## src/rtl/floo_pkg.sv

```systemverilog
// rtl/floo_pkg.sv - shared flit typedefs and AXI response codes for the ring-on-mesh NoC
package floo_pkg;

  localparam logic [1:0] RespOkay   = 2'd0;
  localparam logic [1:0] RespExOkay = 2'd1;
  localparam logic [1:0] RespSlvErr = 2'd2;
  localparam logic [1:0] RespDecErr = 2'd3;

  localparam int unsigned McastTxnIdWidth = 2;

  typedef struct packed {
    logic                       ring_on_mesh_mcast;
    logic [McastTxnIdWidth-1:0] mcast_txn_id;
    logic [3:0]                 src_id;
    logic [3:0]                 dst_id;
  } floo_hdr_t;

  typedef struct packed {
    logic [1:0] resp;
    logic [7:0] data;
  } floo_payload_t;

  typedef struct packed {
    floo_hdr_t     hdr;
    floo_payload_t payload;
  } floo_flit_t;

  // AXI codes are ordered by severity, so the worst response is the numeric max
  function automatic logic [1:0] resp_merge(input logic [1:0] a, input logic [1:0] b);
    return (a > b) ? a : b;
  endfunction

endpackage

```

## src/rtl/floo_mcast_txn_table.sv

```systemverilog
// rtl/floo_mcast_txn_table.sv - per-transaction response count and sticky merged response
module floo_mcast_txn_table
  import floo_pkg::*;
#(
  parameter int unsigned NumNodes  = 16,
  parameter int unsigned NumTxnIds = 4,
  parameter int unsigned IdW       = (NumTxnIds > 1) ? $clog2(NumTxnIds) : 1,
  parameter int unsigned CntW      = (NumNodes > 2) ? $clog2(NumNodes) : 1
) (
  input  logic                 clk_i,
  input  logic                 rst_ni,
  input  logic [IdW-1:0]       lookup_id_i,
  output logic [CntW-1:0]      cnt_o,
  output logic [1:0]           resp_o,
  input  logic                 upd_i,
  input  logic [1:0]           upd_resp_i,
  input  logic                 clr_i,
  output logic [NumTxnIds-1:0] pending_o
);

  logic [CntW-1:0] cnt_q  [NumTxnIds];
  logic [1:0]      resp_q [NumTxnIds];

  assign cnt_o  = cnt_q[lookup_id_i];
  assign resp_o = resp_q[lookup_id_i];

  always_ff @(posedge clk_i) begin
    if (!rst_ni) begin
      cnt_q  <= '{default: '0};
      resp_q <= '{default: '0};
    end else if (clr_i) begin
      cnt_q[lookup_id_i]  <= '0;
      resp_q[lookup_id_i] <= RespOkay;
    end else if (upd_i) begin
      cnt_q[lookup_id_i]  <= cnt_q[lookup_id_i] + CntW'(1);
      resp_q[lookup_id_i] <= resp_merge(resp_q[lookup_id_i], upd_resp_i);
    end
  end

  always_comb begin
    pending_o = '0;
    for (int i = 0; i < NumTxnIds; i++) begin
      pending_o[i] = (cnt_q[i] != '0);
    end
  end

endmodule

```

## src/rtl/floo_ring_mcast_resp_merger.sv

```systemverilog
// rtl/floo_ring_mcast_resp_merger.sv - merges multicast responses into one flit per transaction
module floo_ring_mcast_resp_merger
  import floo_pkg::*;
#(
  parameter int unsigned NumNodes  = 16,
  parameter int unsigned NumTxnIds = 4,
  parameter type         flit_t    = floo_pkg::floo_flit_t
) (
  input  logic                 clk_i,
  input  logic                 rst_ni,
  input  logic                 valid_i,
  output logic                 ready_o,
  input  flit_t                data_i,
  output logic                 valid_o,
  input  logic                 ready_i,
  output flit_t                data_o,
  output logic [NumTxnIds-1:0] pending_o
);

  localparam int unsigned IdW  = (NumTxnIds > 1) ? $clog2(NumTxnIds) : 1;
  localparam int unsigned CntW = (NumNodes > 2) ? $clog2(NumNodes) : 1;
  localparam logic [CntW-1:0] LastCnt = CntW'(NumNodes - 2);

  logic            out_valid_q;
  flit_t           out_data_q;
  flit_t           out_next;
  logic [IdW-1:0]  id;
  logic [CntW-1:0] cnt;
  logic [1:0]      resp;
  logic            is_mcast, is_final, out_free;
  logic            load, upd, clr;

  assign id = IdW'(data_i.hdr.mcast_txn_id);

  floo_mcast_txn_table #(
    .NumNodes  (NumNodes),
    .NumTxnIds (NumTxnIds),
    .IdW       (IdW),
    .CntW      (CntW)
  ) i_table (
    .clk_i       (clk_i),
    .rst_ni      (rst_ni),
    .lookup_id_i (id),
    .cnt_o       (cnt),
    .resp_o      (resp),
    .upd_i       (upd),
    .upd_resp_i  (data_i.payload.resp),
    .clr_i       (clr),
    .pending_o   (pending_o)
  );

  // Non-final responses are absorbed into the table, so they never wait on the output
  always_comb begin
    is_mcast = data_i.hdr.ring_on_mesh_mcast;
    is_final = is_mcast && (cnt == LastCnt);
    out_free = !out_valid_q || ready_i;
    ready_o  = (is_mcast && !is_final) ? 1'b1 : out_free;
    load     = valid_i && out_free && (!is_mcast || is_final);
    upd      = valid_i && is_mcast && !is_final;
    clr      = valid_i && is_final && out_free;
    out_next = data_i;
    if (is_mcast) begin
      out_next.payload.resp           = resp_merge(resp, data_i.payload.resp);
      out_next.hdr.ring_on_mesh_mcast = 1'b0;
    end
  end

  always_ff @(posedge clk_i) begin
    if (!rst_ni) begin
      out_valid_q <= 1'b0;
      out_data_q  <= '0;
    end else if (load) begin
      out_valid_q <= 1'b1;
      out_data_q  <= out_next;
    end else if (ready_i) begin
      out_valid_q <= 1'b0;
    end
  end

  assign valid_o = out_valid_q;
  assign data_o  = out_data_q;

endmodule
```

## config.mk

```make
export PLATFORM = sky130hd
export DESIGN_NAME = floo_ring_mcast_resp_merger
export DESIGN_NICKNAME = d
export VERILOG_FILES = /design/src/rtl/floo_pkg.sv /design/src/rtl/floo_mcast_txn_table.sv /design/src/rtl/floo_ring_mcast_resp_merger.sv
export SDC_FILE = /design/constraint.sdc
export NUM_CORES = 1
export LEC_CHECK = 0
export ABC_AREA = 1
export BUFFER_PORTS_ARGS = -buffer_cell sky130_fd_sc_hd__buf_4
export CAP_MARGIN = 15
export CORE_ASPECT_RATIO = 1.75
export CORE_MARGIN = 4
export CORE_UTILIZATION = 35
export DETAILED_ROUTE_END_ITERATION = 8
export GPL_TIMING_DRIVEN = 0
export PLACE_DENSITY = 0.66
export SLEW_MARGIN = 25
export SYNTH_ARGS = -nofsm -noshare
export SYNTH_HDL_FRONTEND = slang
export SYNTH_SLANG_ARGS = --single-unit
export TNS_END_PERCENT = 5
```

## constraint.sdc

```tcl
create_clock -name clk_i -period 1.9 [get_ports clk_i]
set_input_delay 0.19 -clock clk_i [delete_from_list [all_inputs] [get_ports clk_i]]
set_output_delay 0.19 -clock clk_i [all_outputs]
set_load 0.005 [all_outputs]
```

==> results_dict.tcl, run 1 <==
set metrics [dict create \
    dpl-instance-area_um2 2580 \
    portBuffers 49 \
    antenna_cells 0 \
    setup_tns_ns 0 \
    ir_drop_uv 558 \
    grt_pass1_vias 2026 \
    timing.rr.start "i_table.cnt_q[12]" \
    dpl.cell_count 430 \
    synth-adder-area-share_pct 2.97 \
    fillCellCount 588 \
    grt-ovfl-total 0 \
    r2r_end "i_table.cnt_q[2]" \
    r2r_slack_ns 0.08 \
    grt_first_pass_wirelength_um 9410 \
    clk_latency_ns 0.31 \
    antenna_found_initial 0 \
    nets 393 \
    cts_sinks 45 \
    slowest_delay_ns 0.35 \
    power_density_nw_per_um2 752 \
    worstHoldPathType "input port to flop" \
    synth_area_leaders "dfxtp_1 43%, nand2_1 19%, nor2_1 8.0%" \
    critPathLaunchType "flop" \
    route.detailed.drc 0 \
    drv_cap 0 \
    clkTransAtPathRegs_ns 0.09 \
    status "finished, final reports clean" \
    p_sw_uw 514 \
    p_seq_share_pct 46.6 \
    synthTopCellsByCount "106 x nand2_1, 45 x dfxtp_1, 45 x nor2_1" \
    place_congestion 0.876 \
    ys_seq_area_share_pct 42.8 \
    p_clk_share_pct 40.6 \
    synth_compound_area_share_pct 14.4 \
    cts_buffers 5 \
    syn-instance-count 303 \
    cp_cell_sequence "nand2_2 -> nand2_2 -> nand2_2 -> nand2_2 -> inv_2 -> ha_4 -> nand4_1 -> clkinvlp_4 -> nor2_4 -> nand2_1 -> a21oi_1" \
    final_core_util_pct 48.6 \
    dp_hpwl_um 4340 \
    synth_top_area_cell "dfxtp_1" \
    timing.fmax_mhz 549 \
    timing.critical_path.slowest_stage_cell "dfxtp_2" \
    root_buffer "clkbuf_8" \
    crit_path_end_kind "flop" \
    die_h_um 111 \
    clockBufferDepth 2 \
    cp_max_fo 5 \
    h-tree-depth 2 \
    wl_per_cell_um 12.9 \
    power.leakage_nw 1.26 \
    syn_avg_cell_area_um2 6.95 \
    postCtsHoldBufs 0 \
    synthMuxAreaShare_pct 0 \
    synth_top_family_by_area "simple AND/OR/NAND/NOR gates" \
    syn-num-nets 333 \
    tightestPinTransition_ns 0.547 \
    grt_start_max_net_pins 15 \
    boundaryPins 52 \
    finalSetupViolations 0 \
    p_int_mw 1.63 \
    ys_seq_elements 45 \
    cts_tree "done" \
    synth.most_common_cell "nand2_1" \
    hold_viol_final 0 \
    start_util_pct 35.8 \
    regArea_um2 905 \
    required_ns 2.15 \
    period_share_pct 95.8 \
    cp_common_cell "nand2_2" \
    place_ws_ns -0.294 \
    ys_warn_count 0 \
    rows 37 \
    post_synth_and_or_nand_nor_area_fraction_pct 32.6 \
    antenna_left 0 \
    min_path_cells 3 \
    rsz0062_at_grt "yes" \
    die_w_um 66.6 \
    dr.first_iter.drc_count 83 \
    swShare_pct 23.9 \
    slew_violations 0 \
    synth_edf_count 0 \
    period_minus_slack_ns 1.82 \
    synth_top_flop_cell "dfxtp_1" \
    core_area_um2 5880 \
    fin_skew_ns 0.00534 \
    synthArstFlopShare_pct 0 \
    die-area_um2 7370 \
    finalNonFillerCells 442 \
    routed_wirelength_um 5710 \
    syn_area_um2 2110 \
    fin_ws_ns 0.0791 \
    area_growth_pct 35.6 \
    ys_types 26 \
    vias 2106 \
    avgViaCountPerCell 4.76 \
    p_comb_share_pct 12.9 \
    stdcell_area_um2 2860 \
    hp-start "data_i[17]" \
    synth_top_area_share_pct 42.8 \
    whs_endpoint "data_o[17]" \
    crit_type "flop to flop" \
    r2r_cells 11 \
    drive_above_1_share_pct 30.5 \
    maxSlewHeadroom_pct 63.6 \
    first_pass_iters 4 \
    multi_input_area_um2 1170 \
    crit_arrival_ns 2.07 \
    yosys.area_share.xor_xnor_pct 0.416 \
    grt_usage_pct 16.3 \
]
==> power groups by stage <==
stage | clock (mW) | combinational (mW) | sequential [mW]
2_1_floorplan | 0 | 0.124 | 1.02
3_3_place_gp | 0 | 0.256 | 1.02
3_5_place_dp | 0 | 0.258 | 1.02
4_1_cts | 0.884 | 0.258 | 1.00
5_1_grt | 0.915 | 0.307 | 1.01
6_report | 0.871 | 0.276 | 1.00
==> worst max-delay path by stage <==
stage	cells after the start	from	to
after CTS	11	i_table.cnt_q[0]	i_table.cnt_q[14]
after detailed placement	12	data_i[18]	i_table.resp_q[2]
final	11	i_table.cnt_q[12]	i_table.cnt_q[2]
after global routing	11	i_table.cnt_q[12]	i_table.cnt_q[12]
after floorplan	12	data_i[19]	i_table.resp_q[0]
after global placement	12	data_i[19]	i_table.resp_q[0]
==> cell type report <==
| class | count | share of cell area (%) |
|---|---|---|
| Clock inverter | 3 | 2.28 |
| Inverter | 18 | 2.63 |
| Multi-Input combinational cell | 229 | 41.0 |
| Tap cell | 78 | 3.42 |
| Clock buffer | 5 | 2.41 |
| Timing Repair Buffer | 53 | 13.9 |
| Buffer | 11 | 2.67 |
| Sequential cell | 45 | 31.7 |
==> stage by stage <==
step	hold WS, ns	total power [mW]
2_1_floorplan	0.325	1.15
3_3_place_gp	0.411	1.28
4_1_cts	0.0958	2.14
6_report	0.0964	2.15
3_5_place_dp	0.418	1.28
5_1_grt	0.0990	2.23
==> timing repair <==
action                     in CTS  in global routing
setup buffers                   0                  4
pin swaps                       0                 15
resized for setup               0                 39
setup endpoints to repair       5                 43
==> cells in the final DEF (no fill, tap or decap), drive strengths merged <==
master / count
nand3: 4
inv: 16
clkinvlp: 2
nor2: 49
and2: 1
o21a: 1
bufinv: 2
dfxtp: 45
xnor2: 1
a21oi: 29
o21ai: 24
buf: 59
a22oi: 2
clkbuf: 10
conb: 1
clkinv: 1
nand4: 1
or4: 4
nand2: 107
ha: 5
==> metal layers <==
metal	up-vias	GRT usage [%]	part of all wire, %
met5	-	0	0
met4	0	7.87	2.8
met3	13	3.87	6.3
met2	60	29.0	54
met1	949	17.2	37
li1	1084	-	-
==> registers in the layout, summed over array words and instances, names as in the netlist <==
signal and count:
data_o 20, i_table.cnt_q 16, i_table.resp_q 8, valid_o 1
==> cell families (layout without fill, tap and decap cells) <==
logic type,after synthesis,in the layout
flops,45,45
xor+xnor,1,1
compound gates,56,56
fa+ha+maj,5,5
buf+inv,29,90
other cells,1,1
simple gates,166,166
==> critical path, delay by kind of cell (launching register included) <==
family,cells,cell delay [ns]
compound gates,1,0.13
flops,1,0.35
fa+ha+maj,1,0.16
buf+inv,2,0.34
simple gates,7,0.77
Note: power is estimated with default switching activity, not from simulation.
==> inputs of run 2 (changes only) <==
PLACE_DENSITY = 0.63   (was 0.66)
==> run 2 against run 1 <==
  * Power fell by 13%
  * Clock power fell by 33%
  * Core utilization barely moved
  * Combinational power rose by 4%
  * Largest cell class unchanged
  * Sequential power barely moved
  * Final cell count rose by 0.68%
  * Highest routed layer unchanged
  * Clock skew rose by 0.0093 ns
  * First-iteration DRC count fell by 4.8%
  * Largest power group unchanged
  * Die area did not move
  * Non-clock buffer count rose by 3
  * Routed wire length rose by 1.3%
==> results_dict.tcl, run 2 (synthesis gave the netlist of run 1 again) <==
set metrics [dict create \
    nets 396 \
    routed_wirelength_um 5790 \
    clk_latency_ns 0.30 \
    dp_hpwl_um 4430 \
    portBuffers 49 \
    swShare_pct 26.7 \
    p_comb_share_pct 15.3 \
    antenna_cells 0 \
    min_path_cells 3 \
    die-area_um2 7370 \
    finalNonFillerCells 445 \
    whs_endpoint "data_o[15]" \
    worstHoldPathType "input port to flop" \
    cp_max_fo 5 \
    cts_sinks 45 \
    p_int_mw 1.37 \
    p_seq_share_pct 53.4 \
    root_buffer "clkbuf_8" \
    start_util_pct 35.8 \
    ir_drop_uv 470 \
    final_common_cell "nand2_1" \
    first_pass_iters 6 \
    grt-ovfl-total 0 \
    layout_common_cells "93 x nand2_1, 58 x buf_4, 40 x dfxtp_1" \
    cts_tree "done" \
    crit_arrival_ns 2.06 \
    power.leakage_nw 1.26 \
    antenna_left 0 \
    timing.rr.start "i_table.cnt_q[12]" \
    h-tree-depth 2 \
    fin_skew_ns 0.0147 \
    r2r_cells 11 \
    hold_viol_final 0 \
    grt_start_max_net_pins 14 \
    cts_buffers 5 \
    route.detailed.drc 0 \
    period_minus_slack_ns 1.83 \
    hp-start "data_i[15]" \
    drv_cap 0 \
    area_growth_pct 35.7 \
    clkTransAtPathRegs_ns 0.09 \
    rsz0062_at_grt "yes" \
    fillCellCount 614 \
    maxSlewHeadroom_pct 57.1 \
    dpl.cell_count 430 \
    hold_slack_ns 0.115 \
    status "finished, final reports clean" \
    crit_path_end_kind "flop" \
    power_density_nw_per_um2 655 \
    antenna_found_initial 0 \
    required_ns 2.12 \
    postCtsHoldBufs 0 \
    slew_violations 0 \
    grt_usage_pct 17.0 \
    dr.first_iter.drc_count 79 \
    crit_type "flop to flop" \
    critPathLaunchType "flop" \
    core_area_um2 5880 \
    clockBufferDepth 2 \
    die_h_um 111 \
    grt_pass1_vias 2214 \
    tightestPinTransition_ns 0.643 \
    p_clk_share_pct 31.3 \
    wl_per_cell_um 13.0 \
    setup_tns_ns 0 \
    finalSetupViolations 0 \
    r2r_slack_ns 0.07 \
    r2r_end "i_table.cnt_q[4]" \
    p_sw_uw 499 \
    rows 37 \
    timing.fmax_mhz 545 \
    drive_above_1_share_pct 33.5 \
    avgViaCountPerCell 4.82 \
    largest_register_ff_count 20 \
    period_share_pct 96.6 \
    boundaryPins 52 \
    grt_first_pass_wirelength_um 9950 \
    die_w_um 66.6 \
    place_congestion 0.865 \
    vias 2143 \
]
[run 2: cell count changes in the layout (fill, tap and decap cells not counted), sizes merged]
cell and delta:
bufinv -2, buf +3, clkinv +1, clkbuf +1
[run 2: metal layers]
layer	GRT usage (%)	wire, µm
met1	18.0	2100
met2	30.4	3160
met3	4.48	372
met4	7.19	151
met5	0	0
[run 2: worst max-delay path by stage]
stage / start / endpoint / cells past startpoint
after CTS: i_table.cnt_q[0] / i_table.cnt_q[2] / 11
final: i_table.cnt_q[12] / i_table.cnt_q[4] / 11
after global routing: i_table.cnt_q[0] / i_table.cnt_q[4] / 11
after global placement: data_i[19] / i_table.resp_q[0] / 12
after floorplan: data_i[19] / i_table.resp_q[0] / 12
after detailed placement: data_i[18] / i_table.resp_q[2] / 12
[run 2: per-stage QoR]
step	setup slack (ns)	cell area [µm²]	utilization, %	power (mW)
floorplan	0.0292	2110	-	1.15
global placement	-0.254	2580	43.8	1.28
detailed placement	-0.293	2580	43.8	1.28
CTS	0.00221	2660	45.3	1.86
global route	-0.0638	2860	48.6	1.97
finish	0.0655	2860	48.6	1.87
[run 2: cell type report]
class                      count  area (µm²)  area share (%)
timing repair buffer          56         420            14.7
tap                           78        97.6            3.42
multi-input combinational    229        1200            41.9
buffer                        11        76.3            2.67
inverter                      18        75.1            2.63
sequential                    45         907            31.7
clock inverter                 2        10.0           0.350
clock buffer                   6        72.6            2.54
[run 2: power by group through the flow]
| stage | combinational (mW) | clock, mW | sequential, mW |
|---|---|---|---|
| floorplan | 0.124 | 0 | 1.02 |
| global placement | 0.256 | 0 | 1.02 |
| detailed placement | 0.259 | 0 | 1.02 |
| CTS | 0.260 | 0.603 | 1.00 |
| global route | 0.323 | 0.641 | 1.01 |
| finish | 0.287 | 0.585 | 1.00 |
[run 2: what timing repair did]
action,CTS,global route
buffers inserted,0,7
endpoints found under the setup margin,4,44
gates resized for setup,1,48
cloned,0,0
pin swaps,0,17
[run 2: worst max-delay path, cell delays in order (launching register included)]
cell and delay [ns]:
dfxtp_2 0.35, nand2_1 0.05, nand2_1 0.06, nand2_1 0.06, nand2_2 0.10, inv_2 0.05
ha_4 0.16, nand4_1 0.17, clkinvlp_4 0.28, nor2_4 0.27, nand2_2 0.08, a21oi_2 0.12
